--- config.mk ---
export PLATFORM = sky130hd
export DESIGN_NAME = alu_pipe
export DESIGN_NICKNAME = d
export VERILOG_FILES = /design/src/rtl/alu_pipe.sv
export SDC_FILE = /design/constraint.sdc
export NUM_CORES = 1
export LEC_CHECK = 0
export ABC_AREA = 0
export BUFFER_PORTS_ARGS = -buffer_cell sky130_fd_sc_hd__clkbuf_2
export CAP_MARGIN = 5
export CORE_ASPECT_RATIO = 0.7
export CORE_UTILIZATION = 50
export CTS_BUF_LIST = sky130_fd_sc_hd__clkbuf_8
export DETAILED_ROUTE_END_ITERATION = 8
export PLACE_DENSITY = 0.72
export SYNTH_ARGS = -nofsm -noshare
export SYNTH_HDL_FRONTEND = slang
export SYNTH_SLANG_ARGS = --single-unit
--- constraint.sdc ---
create_clock -name clk -period 5.6 [get_ports clk]
set_input_delay 1.12 -clock clk [delete_from_list [all_inputs] [get_ports clk]]
set_output_delay 1.12 -clock clk [all_outputs]
set_load 0.005 [all_outputs]
--- src/rtl/alu_pipe.sv ---
// alu_pipe: two-stage pipelined Hack ALU with valid/ready handshake and carry/overflow flags
module alu_pipe #(
   parameter int WIDTH = 16
) (
   input  logic             clk,
   input  logic             rst_n,
   input  logic             in_valid,
   output logic             in_ready,
   input  logic [WIDTH-1:0] x,
   input  logic [WIDTH-1:0] y,
   input  logic             zx,
   input  logic             nx,
   input  logic             zy,
   input  logic             ny,
   input  logic             f,
   input  logic             no,
   output logic             out_valid,
   input  logic             out_ready,
   output logic [WIDTH-1:0] out,
   output logic             zr,
   output logic             ng,
   output logic             cy,
   output logic             ov
);
   logic             r_s1_v, r_f, r_no;
   logic [WIDTH-1:0] r_x, r_y;
   logic             r_s2_v, r_zr, r_ng, r_cy, r_ov;
   logic [WIDTH-1:0] r_out;
   logic             w_s1_adv, w_s2_adv;
   logic [WIDTH-1:0] w_xz, w_yz, w_xp, w_yp, w_r, w_out;
   logic [WIDTH:0]   w_sum;

   // Handshake advance, operand preconditioning and the S1 -> S2 result path
   always_comb begin
      w_s2_adv = !r_s2_v || out_ready;
      w_s1_adv = !r_s1_v || w_s2_adv;
      w_xz     = zx ? '0 : x;
      w_yz     = zy ? '0 : y;
      w_xp     = nx ? ~w_xz : w_xz;
      w_yp     = ny ? ~w_yz : w_yz;
      w_sum    = {1'b0, r_x} + {1'b0, r_y};
      w_r      = r_f ? w_sum[WIDTH-1:0] : (r_x & r_y);
      w_out    = r_no ? ~w_r : w_r;
   end

   // Stage 1: capture preconditioned operands whenever the stage can advance
   always_ff @(posedge clk or negedge rst_n) begin
      if (!rst_n) begin
         r_s1_v <= 1'b0;
         r_x    <= '0;
         r_y    <= '0;
         r_f    <= 1'b0;
         r_no   <= 1'b0;
      end else if (w_s1_adv) begin
         r_s1_v <= in_valid;
         r_x    <= w_xp;
         r_y    <= w_yp;
         r_f    <= f;
         r_no   <= no;
      end
   end

   // Stage 2: compute result and flags; holds stable while the consumer stalls
   always_ff @(posedge clk or negedge rst_n) begin
      if (!rst_n) begin
         r_s2_v <= 1'b0;
         r_out  <= '0;
         r_zr   <= 1'b0;
         r_ng   <= 1'b0;
         r_cy   <= 1'b0;
         r_ov   <= 1'b0;
      end else if (w_s2_adv) begin
         r_s2_v <= r_s1_v;
         r_out  <= w_out;
         r_zr   <= w_out == '0;
         r_ng   <= w_out[WIDTH-1];
         r_cy   <= r_f & w_sum[WIDTH];
         r_ov   <= r_f & (r_x[WIDTH-1] == r_y[WIDTH-1]) & (w_sum[WIDTH-1] != r_x[WIDTH-1]);
      end
   end

   assign in_ready  = w_s1_adv;
   assign out_valid = r_s2_v;
   assign out       = r_out;
   assign zr        = r_zr;
   assign ng        = r_ng;
   assign cy        = r_cy;
   assign ov        = r_ov;
endmodule
### After elaboration in Yosys (flattened, before gate mapping)

Index checks and enable logic that the tools add are counted.

| operators by class | value |
|---|---|
| add/subtract/negate cells | 1 |
| equality and inequality tests | 2 |
| mux-type cells | 6 |
| bitwise logic cells | 7 |
| reduce and logical (&&, ||, !) cells | 5 |

Operator list:

| operator | count |
|---|---|
| 16-bit two-way mux | 6 |
| 16-bit inverter | 3 |
| 16-bit by 16-bit adder with 17-bit output | 1 |
| 16-bit AND | 1 |
| 16-bit zero test | 1 |
| 1-bit AND | 3 |
| 1-bit zero test | 2 |
| 1-bit logical OR | 2 |
| 1-bit == test | 1 |
| 1-bit != test | 1 |

| storage, ports and cells | value |
|---|---|
| bits in registers | 56 |
| input port bits | 42 |
| output and inout port bits | 22 |
| word-level logic and storage cells | 32 |

### Depth between registers and ports, before layout

| depth | value |
|---|---|
| depth after elaboration | 5 |
| gate-level depth with buffers | 10 |
| depth with buffers taken out | 10 |

### Worst setup path after synthesis

Ideal clock, no wire load.

| timing | value |
|---|---|
| path kind | input port to output port |
| start point | in out_ready |
| end point | out in_ready |
| arrival time | 1.746 ns |
| required time | 4.480 ns |
| slack | 2.734 ns |
| stages | 4 |
| buffers on the path | 2 |
| path through | nor2b_1 clkbuf_1 nand2_1 buf_1 |

| on the way | value |
|---|---|
| cells in the longest elaborated chain, start to end | 2 |

Ends and longest elaborated chain:

| what | RTL line | source |
|---|---|---|
| start, declared | 18 | `input logic out_ready,` |
| 1-bit logical OR | 35 | `w_s2_adv = !r_s2_v \|\| out_ready;` |
| 1-bit logical OR | 36 | `w_s1_adv = !r_s1_v \|\| w_s2_adv;` |
| end, declared | 8 | `output logic in_ready,` |

No other way between the ends.

### Worst setup path in the final report

Same ends and word-level chain as after synthesis.

==> flow_summary_export.csv <==
group,metric,value,unit
pwr,leakagePower,1.764,nW
sta,relSlewSlack,22.85,%
yosys,synth_cell_types,59,
drt,totalWireLength,8186,um
yosys,synth-edff-count,0,
sta,fin_skew,0.01211,ns
final_layout,syn_to_final_growth,11.64,%
placement,placed_cell_area,0.004114,mm^2
final_layout,final_cell_count_no_fill,571,
yosys,syn_nets,484,
die,die_h,74.57,um
yosys,synth_top_area_cell,"dfrtp_1",
cts,insertion_delay,0.31,ns
drt,ant_nets,0,
sta,fmax,0.2697,GHz
yosys,yosys-top-cells-count,"a21oi_1 (57), dfrtp_1 (55), xnor2_1 (51)",
yosys,yosysSeqAreaShare,36.59,%
final_layout,n_fill_cell,698,
yosys,synthesis.instances,425,
drt,first_pass_iters,4,
sta,period_needed,3.708,ns
critical_path,start_kind,"input port",
cts,cts_buffers,5,
die,start_util,51.61,%
sta,setup_violations,0,
cts,cts_tree,"done",
global_route,grt_pass1_wl,13790,um
pwr,swShare,38.59,%
sta,maxSlewViolCount,0,
critical_path,critical_path_class,"input port to primary output",
cts,cts_buffer_depth,2,
drt,drtIter0Drc,87,
pwr,powerDensity,330.5,mW/mm^2
critical_path,critPathMostFrequentCell,"clkbuf_2",
yosys,ys_warn_count,0,
die,ioPinCount,64,
die,die-area,0.007879,mm^2
yosys,synth_top_flop_cell,"dfrtp_1",
placement,gp_congestion,0.8725,
global_route,grt_util_all_layers,22.33,%
sta,max_slew.worst_pin.slew,1.157,ns
yosys,synth_seq_cells,55,
critical_path,cp_num_buf_inv,3,
sta,holdWs,0.4939,ns
global_route,antenna_found_initial,0,
critical_path,worstPathMaxFanout,70,
drt,num_vias,3049,
critical_path,critPathTopFamily,"simple AND/OR/NAND/NOR gates",
critical_path,crit_slowest_cell,"nor2b_1",
die,die-width,105.7,um
final_layout,fin_util,57.62,%
final_layout,design_area,0.004199,mm^2
cts,cts_setup_buffers,0,
pwr,vdd_ir_drop_max,130.9,uV
global_route,grt_pass1_vias,2818,
pwr,combPwrFrac,44.7,%
cts,cts_sinks,55,
drt,wl_per_cell,14.34,um
critical_path,cp-end-kind,"primary output",
cts,hold_buffers,0,
yosys,yosysMostFrequentCell,"a21oi_1",
sta,fin_tns_setup,0,ns
sta,fin_crit_sh,66.22,%
flow_run,maxCapViolCount,0,
final_layout,nNetsFinal,531,
final_layout,drive_gt1_share,18.60,%
global_route,grt_max_degree,71,
yosys,syn_area_per_cell,8.850,um^2
critical_path,critPathMaxStageDelay,0.72,ns
pwr,p_seq_share,39.5,%
cts,cts_root_buf,"clkbuf_8",
cts,h-tree-depth,2,
pwr,p_sw,0.5355,mW
placement,dpl.hpwl,6181,um
global_route,grt-ovfl-total,0,
yosys,ys_top_cells_by_area,"dfrtp_1 (37%), xnor2_1 (12%), a21oi_1 (7.6%), nor2b_1 (6.7%), ha_1 (5.3%)",
outcome,status,"finished clean",
hold_path,min_path_type,"flip-flop to flip-flop",
die,core,0.007287,mm^2
cts,clk_transition_reported_paths,0.10,ns
yosys,syn_area,0.003761,mm^2
critical_path,critPathRequiredTime,4.48,ns
sta,rsz0062_at_grt,"no",
cts,ctsResizeCount,0,
yosys,synth_top_area_share,36.59,%
critical_path,worstPathArrival,2.59,ns
drt,vias_per_cell,5.340,
sta,hold_viol,0,
final_layout,antenna_cells,0,
drt,post-route-drc-count,0,
placement,dp_cells,563,
pwr,p_clk_share,15.9,%
die,rows,26,
placement,port_buffers,63,
pwr,p_int,0.8522,mW
yosys,ys_async_sr_fraction,100.0,%
critical_path,crit_chain,"clkbuf_2, nor2b_1, nand2_2, buf_4, clkbuf_2",
[worst reg2reg max path, delay by kind of cell, from the launching register on]
family / cells / cell delay, ns
AOI/OAI and AO/OA: 4 / 1.24
DFF: 1 / 1.12
buffers and inverters: 1 / 0.51
and+or+nand+nor: 1 / 0.37
[area by class of cell]
| class | instances | area (um^2) | area share [%] |
|---|---|---|---|
| clock buffers | 5 | 68.82 | 1.639 |
| clock inverters | 3 | 16.27 | 0.3874 |
| inverters | 8 | 30.03 | 0.7151 |
| multi-input cells | 337 | 2255 | 53.69 |
| flip-flops and latches | 55 | 1376 | 32.78 |
| well taps | 98 | 122.6 | 2.920 |
| repair buffers | 65 | 330.3 | 7.867 |
[path summary, 6_finish.rpt]
kind                                  from                  end  slack [ns]  cells after the start
setup / recovery                 out_ready             in_ready        1.89                      5
hold reg to reg             ov$_DFFE_PN0P_       ov$_DFFE_PN0P_        0.49                      2
hold / removal              ov$_DFFE_PN0P_       ov$_DFFE_PN0P_        0.49                      2
setup reg to reg           r_f$_DFFE_PN0P_       zr$_DFFE_PN0P_        2.28                      6
min in group asynchronous            rst_n  r_y[13]$_DFFE_PN0P_        0.94                      2
max in group asynchronous            rst_n   r_y[4]$_DFFE_PN0P_        4.19                      2
[through the flow]
stage | worst slack (ns) | power, mW
floorplan | 2.734 | 0.9996
global placement | 1.955 | 1.155
detailed placement | 1.891 | 1.176
CTS | 1.889 | 1.398
global route | 1.704 | 1.508
finish | 1.892 | 1.388
[state kept, by name, summed over array words and instances, names as in the netlist]
register,cells
out_valid,1
cy,1
r_f,1
out,15
ng,1
r_s1_v,1
r_no,1
ov,1
r_x,16
zr,1
r_y,16
[cell families (layout without fill, tap and decap cells)]
family | after synthesis | after routing | synth area share [%]
compound gates | 114 | 114 | 19.53
xor+xnor | 52 | 52 | 12.11
fa+ha+maj | 17 | 17 | 5.855
buf+inv | 33 | 81 | 3.526
flops | 55 | 55 | 36.59
mux | 7 | 7 | 1.929
simple gates | 147 | 147 | 20.46
[power groups by stage]
| stage | Sequential [mW] | Clock, mW | Combinational [mW] |
|---|---|---|---|
| after floorplan | 0.539 | 0 | 0.461 |
| after global placement | 0.551 | 0 | 0.604 |
| after detailed placement | 0.557 | 0 | 0.619 |
| after CTS | 0.549 | 0.227 | 0.623 |
| after global routing | 0.561 | 0.243 | 0.704 |
| final | 0.548 | 0.220 | 0.620 |
[cells in the final DEF, fill, tap and decap left out, types with 2 or more instances in the layout]
cell type	instances
a211oi_1	3
a21o_1	8
a21oi_1	57
a31oi_1	6
and2_1	2
and4_1	3
buf_4	2
clkbuf_2	63
clkbuf_8	5
dfrtp_1	55
ha_1	16
inv_1	8
mux2_2	2
mux2i_1	5
nand2_1	15
nand2b_1	5
nand3_1	4
nand3b_1	3
nand4_1	5
nor2_1	49
nor2b_1	40
nor3_1	8
nor4_1	4
o211ai_1	3
o21ai_0	12
o31ai_1	3
or3_1	3
xnor2_1	51
[metal layers]
metal / global-route usage [%] / wire [um]
met1: 31.21 / 4182
met2: 37.98 / 3729
met3: 3.155 / 235
met4: 3.704 / 38
met5: 0 / 0
Power figures use the tool's default switching activity.
